$ cat src/rtl/argon_regfile_mp.sv
// argon_regfile_mp: multi-port register file for the Argon core.
//   - two registered read ports (A, B), one write port
//   - stack-pointer push/pop port with wrap pulse
//   - ALU flags merge port into the low FLAG_BITS of F
// Optional feature macro: ARGON_REGFILE_BYPASS_EN
//   defined   : a read sampled together with an update to the same register
//               returns the post-update value (forwarded from next-state).
//   undefined : such a read returns the pre-update (stored) value.
// r0 has no storage and always reads as zero.

module argon_regfile_mp #(
  parameter int unsigned            DATA_WIDTH = 16,
  parameter int unsigned            NUM_REGS   = 8,
  parameter int unsigned            SP_IDX     = NUM_REGS - 2,
  parameter int unsigned            F_IDX      = NUM_REGS - 1,
  parameter int unsigned            FLAG_BITS  = 8,
  parameter logic [DATA_WIDTH-1:0]  SP_RESET   = '0,
  localparam int unsigned           IDX_W      = $clog2(NUM_REGS)
) (
  input  logic                  i_Clk,
  input  logic                  i_Reset_n,

  input  logic                  i_RdA_Valid,
  input  logic [IDX_W-1:0]      i_RdA_Idx,
  output logic                  o_RdA_Valid,
  output logic [DATA_WIDTH-1:0] o_RdA_Data,

  input  logic                  i_RdB_Valid,
  input  logic [IDX_W-1:0]      i_RdB_Idx,
  output logic                  o_RdB_Valid,
  output logic [DATA_WIDTH-1:0] o_RdB_Data,

  input  logic                  i_Wr_Valid,
  input  logic [IDX_W-1:0]      i_Wr_Idx,
  input  logic [DATA_WIDTH-1:0] i_Wr_Data,

  input  logic [1:0]            i_Sp_Op,
  output logic [DATA_WIDTH-1:0] o_Sp,
  output logic                  o_Sp_Wrap,

  input  logic                  i_Flags_Valid,
  input  logic [FLAG_BITS-1:0]  i_Flags,
  output logic [DATA_WIDTH-1:0] o_Flags
);

  // SP port opcodes; 2'b11 is reserved and behaves as no-op.
  localparam logic [1:0] SpPush = 2'b01;
  localparam logic [1:0] SpPop  = 2'b10;

  // Mask selecting the ALU-owned low bits of F (works for FLAG_BITS == DATA_WIDTH too).
  localparam logic [DATA_WIDTH:0]   FlagOne  = (DATA_WIDTH + 1)'(1) << FLAG_BITS;
  localparam logic [DATA_WIDTH-1:0] FlagMask = DATA_WIDTH'(FlagOne - (DATA_WIDTH + 1)'(1));

  // Storage for r1..rN-1 only; r0 is a constant zero.
  logic [NUM_REGS-1:1][DATA_WIDTH-1:0] regs_q, regs_d;

  // Source for read ports (stored or forwarded) with r0 forced to zero.
  logic [NUM_REGS-1:1][DATA_WIDTH-1:0] rd_src;
  logic [NUM_REGS-1:0][DATA_WIDTH-1:0] rd_view;

  logic [DATA_WIDTH-1:0] sp_cur;
  logic [DATA_WIDTH-1:0] flags_ext;
  logic                  wr_sp;
  logic                  sp_wrap_d, sp_wrap_q;

  logic                  rda_valid_q, rdb_valid_q;
  logic [DATA_WIDTH-1:0] rda_data_q, rdb_data_q;

  assign sp_cur    = regs_q[SP_IDX];
  assign flags_ext = DATA_WIDTH'(i_Flags);
  assign wr_sp     = i_Wr_Valid && (i_Wr_Idx == IDX_W'(SP_IDX));

  // Next-state for all registers: write port, then SP op, then flags merge.
  always_comb begin
    regs_d = regs_q;

    for (int i = 1; i < NUM_REGS; i++) begin
      if (i_Wr_Valid && (i_Wr_Idx == IDX_W'(i))) begin
        regs_d[i] = i_Wr_Data;
      end
    end

    // An explicit write to SP overrides any SP op in the same cycle.
    if (!wr_sp) begin
      case (i_Sp_Op)
        SpPush:  regs_d[SP_IDX] = sp_cur - DATA_WIDTH'(1);
        SpPop:   regs_d[SP_IDX] = sp_cur + DATA_WIDTH'(1);
        default: ;
      endcase
    end

    // Flags merge sits on top of a same-cycle write to F, so upper bits come
    // from the write data and the low bits from the ALU.
    if (i_Flags_Valid) begin
      regs_d[F_IDX] = (regs_d[F_IDX] & ~FlagMask) | (flags_ext & FlagMask);
    end
  end

  // Wrap detection: push from zero or pop from all-ones, unless overridden by a write.
  always_comb begin
    sp_wrap_d = 1'b0;
    if (!wr_sp) begin
      if ((i_Sp_Op == SpPush) && (sp_cur == '0)) begin
        sp_wrap_d = 1'b1;
      end
      if ((i_Sp_Op == SpPop) && (sp_cur == '1)) begin
        sp_wrap_d = 1'b1;
      end
    end
  end

`ifdef ARGON_REGFILE_BYPASS_EN
  assign rd_src = regs_d;
`else
  assign rd_src = regs_q;
`endif

  // Read view indexed directly by the port index, with r0 hardwired to zero.
  always_comb begin
    rd_view[0] = '0;
    for (int i = 1; i < NUM_REGS; i++) begin
      rd_view[i] = rd_src[i];
    end
  end

  // Register file storage; SP resets to SP_RESET, everything else to zero.
  always_ff @(posedge i_Clk or negedge i_Reset_n) begin
    if (!i_Reset_n) begin
      for (int i = 1; i < NUM_REGS; i++) begin
        regs_q[i] <= (i == SP_IDX) ? SP_RESET : '0;
      end
    end else begin
      regs_q <= regs_d;
    end
  end

  // Wrap pulse register: high only in the cycle after a wrapping op.
  always_ff @(posedge i_Clk or negedge i_Reset_n) begin
    if (!i_Reset_n) begin
      sp_wrap_q <= 1'b0;
    end else begin
      sp_wrap_q <= sp_wrap_d;
    end
  end

  // Read port A: one-cycle latency; data holds until the next accepted request.
  always_ff @(posedge i_Clk or negedge i_Reset_n) begin
    if (!i_Reset_n) begin
      rda_valid_q <= 1'b0;
      rda_data_q  <= '0;
    end else begin
      rda_valid_q <= i_RdA_Valid;
      if (i_RdA_Valid) begin
        rda_data_q <= rd_view[i_RdA_Idx];
      end
    end
  end

  // Read port B: identical to port A and fully independent of it.
  always_ff @(posedge i_Clk or negedge i_Reset_n) begin
    if (!i_Reset_n) begin
      rdb_valid_q <= 1'b0;
      rdb_data_q  <= '0;
    end else begin
      rdb_valid_q <= i_RdB_Valid;
      if (i_RdB_Valid) begin
        rdb_data_q <= rd_view[i_RdB_Idx];
      end
    end
  end

  assign o_RdA_Valid = rda_valid_q;
  assign o_RdA_Data  = rda_data_q;
  assign o_RdB_Valid = rdb_valid_q;
  assign o_RdB_Data  = rdb_data_q;
  assign o_Sp        = regs_q[SP_IDX];
  assign o_Sp_Wrap   = sp_wrap_q;
  assign o_Flags     = regs_q[F_IDX];

endmodule

$ cat config.mk
export PLATFORM = sky130hd
export DESIGN_NAME = argon_regfile_mp
export DESIGN_NICKNAME = d
export VERILOG_FILES = /design/src/rtl/argon_regfile_mp.sv
export SDC_FILE = /design/constraint.sdc
export NUM_CORES = 1
export LEC_CHECK = 0
export CAP_MARGIN = 15
export CORE_MARGIN = 2
export CORE_UTILIZATION = 40
export DETAILED_ROUTE_END_ITERATION = 12
export DONT_BUFFER_PORTS = 1
export HOLD_SLACK_MARGIN = 0.1
export PLACE_DENSITY = 0.64
export SLEW_MARGIN = 10
export SYNTH_ARGS = -nofsm -noshare
export SYNTH_HDL_FRONTEND = slang
export SYNTH_SLANG_ARGS = --single-unit
export TNS_END_PERCENT = 50
$ cat constraint.sdc
create_clock -name i_Clk -period 6.7 [get_ports i_Clk]
set_input_delay 1.005 -clock i_Clk [delete_from_list [all_inputs] [get_ports i_Clk]]
set_output_delay 1.005 -clock i_Clk [all_outputs]
set_load 0.02 [all_outputs]
==> impl_metrics.json <==
{
  "yosysTopAreaCell": "dfrtp_1",
  "post_drt_wl_per_cell_um": 23.5,
  "cp_max_fo": 17,
  "finalCritPeriodShare": 0.476,
  "cts_tree": "yes",
  "cts-buffers-inserted": 17,
  "hold_buffers": 0,
  "ctsRootBufferMaster": "clkbuf_16",
  "post_cts_resize_count": 0,
  "finClkSkew_ns": 0.00677,
  "critPathLaunchType": "primary input",
  "wirelength_mm": 22.4,
  "core_region_area_sq_mm": 0.0209,
  "cts.reportedPaths.clkPinSlew_ns": 0.06,
  "clock-sinks": 147,
  "vias": 5737,
  "post_cts_buffers": 0,
  "grt_start_max_net_pins": 148,
  "io_pins": 108,
  "dpl.hpwl_mm": 15.3,
  "drt-initial-drc-count": 535,
  "synth_area_leaders": "dfrtp_1 43%, mux2_2 20%, mux4_2 8.5%",
  "r2r-start": "o_Sp[0]$_DFF_PN0_",
  "die-area_sq_mm": 0.0224,
  "cp-end-kind": "register",
  "grt.total_usage": 0.210,
  "setup-violations-final": 0,
  "syn_nets": 785,
  "place_congestion": 1.01,
  "drv_slew": 0,
  "ys_ff_latch": 147,
  "numPortBuffers": 0,
  "maxCapViolCount": 0,
  "worst_slew_pin_slew_ns": 1.08,
  "die_x_um": 150,
  "power_mw": 3.58,
  "antenna_left": 0,
  "n_fill_cell": 1881,
  "rsz0062_at_grt": "no",
  "critical_path_class": "primary input to register",
  "syn_inst": 725,
  "ys_seq_area_frac": 0.434,
  "yosysWarnings": 0,
  "overflow": 0,
  "antenna_found_initial": 0,
  "synthArstFlopShare": 1.00,
  "tns_ns": 0,
  "avgSynthCellArea_sq_um": 11.7,
  "rows": 53,
  "layout.area.seq_sq_mm": 0.00368,
  "ys_types": 49,
  "min_path_type": "primary input to asynchronous set/reset pin",
  "p_leak_nw": 3.78,
  "synth_edf_count": 0,
  "crit_arrival_ns": 3.54,
  "outcome": "finished clean",
  "fin_nets": 727,
  "fin_crit_ns": 3.19,
  "relSlewSlack": 0.279,
  "synth_area_sq_mm": 0.00847,
  "grt_pass1_wl_mm": 35.2,
  "diodes": 0,
  "firstDrtPassIters": 5,
  "viasPerCell": 6.01,
  "fmax_mhz": 313,
  "post-route-drc-count": 0,
  "cp-startpoint": "i_Sp_Op[0]",
  "clk_latency_ns": 0.43,
  "clock_path_buffers": 2,
  "syn_to_final_growth_pct": 6.97,
  "synth.top_cell.area_share": 0.434,
  "htreeDepth": 4,
  "ys.flop_type": "dfrtp_1",
  "initial_core_util": 0.405,
  "multi_input_area_sq_mm": 0.00433,
  "drive_above_1_share": 0.336,
  "die_h_um": 150,
  "cp_data_required_time_ns": 7.04,
  "p_per_area_mw_per_mm2": 395,
  "grt_pass1_vias": 5953,
  "ir_drop_mv": 0.216,
  "hold_viol": 0
}
## layer usage
metal | part of all wire | wire [um] | track usage
met4 | 0.016 | 364 | 0.0771
met5 | 0 | 0 | 0
met2 | 0.46 | 10400 | 0.324
met1 | 0.44 | 9860 | 0.282
met3 | 0.081 | 1830 | 0.0585
## cell families after synthesis
group | Yosys count | synth area share
flip-flops | 147 | 0.434
adder cells (fa/ha/maj) | 19 | 0.0290
multiplexers | 194 | 0.299
XOR/XNOR | 11 | 0.0114
buffers and inverters | 90 | 0.0558
AO/OA/AOI/OAI | 140 | 0.104
AND/OR/NAND/NOR | 124 | 0.0660
## area by class of cell
cell class,count,share of cell area
clock buffers,22,0.0546
clock inverters,9,0.0166
inverters,9,0.00373
multi-input cells,488,0.477
flip-flops and latches,147,0.406
well taps,275,0.0380
repair buffers,4,0.00373
## flip-flops by register name (all words and copies together) (netlist names), named ones only
signal,flops
o_RdA_Valid,1
o_Sp_Wrap,1
rd_src,80
o_RdA_Data,16
o_RdB_Valid,1
o_RdB_Data,16
o_Flags,8
o_Sp,16
## worst max-delay path, stage by stage
cell and delay, ns:
inv_1 0.02, ha_1 0.23, inv_1 0.45, ha_1 0.41, a2111o_1 0.38, a21oi_1 0.14, o221a_2 0.23, a21oi_2 0.06
xnor2_1 0.12, or3_1 0.32, a31oi_1 0.16
## per-stage QoR
| step | cells | area, sq um | hold slack (ns) | util | setup slack [ns] |
|---|---|---|---|---|---|
| after CTS | 953 | 9050 | 0.259 | 0.433 | 3.52 |
| after global placement | 922 | 8400 | 0.499 | 0.402 | 3.17 |
| after global routing | 954 | 9060 | 0.253 | 0.434 | 3.37 |
| after detailed placement | 922 | 8400 | 0.516 | 0.402 | 3.06 |
| final | 954 | 9060 | 0.274 | 0.434 | 3.51 |
| after floorplan | 725 | 8470 | 0.491 | - | 3.36 |
## cell usage in the layout (no fill, tap or decap), types with 3 or more instances in the layout
cell type,synthesis,layout
mux2_2,152,152
dfrtp_1,147,147
nand2_1,60,60
o21ai_0,51,51
mux4_2,32,32
a22oi_1,31,31
nor2_1,25,24
a21oi_1,24,24
ha_1,18,18
clkbuf_16,0,17
mux2i_1,10,10
inv_1,9,9
nand3_1,9,9
or3_1,7,7
xnor2_1,6,6
nor2b_1,5,5
xor2_1,5,5
a31oi_1,5,5
nand4_1,5,5
clkbuf_8,0,5
a21o_1,4,4
o211ai_1,4,4
nor4_1,4,4
bufinv_16,0,4
a211o_1,3,3
clkinv_2,0,3
buf_4,33,3
## path summary, 6_finish.rpt
| kind | end | slack, ns | cells after the start |
|---|---|---|---|
| worst max-delay path | o_Sp[15]$_DFF_PN0_ | 3.51 | 11 |
| worst min-delay path | o_Flags[2]$_DFFE_PN0P_ | 0.27 | 0 |
| worst max register to register | o_Sp[10]$_DFF_PN0_ | 3.88 | 9 |
| worst min register to register | rd_src[64]$_DFFE_PN0P_ | 0.53 | 1 |
| max in group asynchronous | rd_src[73]$_DFFE_PN0P_ | 6.21 | 0 |
| min in group i_Clk | rd_src[64]$_DFFE_PN0P_ | 0.53 | 1 |
## where the power goes
group	switching [mW]	leakage (nW)	internal, mW
combinational	0.450	1.68	0.550
clock	0.372	0.314	0.669
sequential	0.427	1.78	1.11
total	1.25	3.78	2.33
## cells in the mapped netlist (3+ instances only)
library cell    n
ha_1           18
clkbuf_1       31
o211ai_1        4
a22oi_1        31
mux4_2         32
a211o_1         3
mux2i_1        10
a21oi_1        24
nor2_1         25
buf_1           8
buf_2           9
a21o_1          4
nor2b_1         5
or3_1           7
mux2_2        152
xor2_1          5
dfrtp_1       147
inv_1           9
xnor2_1         6
nor4_1          4
nand3_1         9
nand4_1         5
o21ai_0        51
nand2_1        60
buf_4          33
a31oi_1         5
Note: power is estimated with default switching activity, not from simulation.
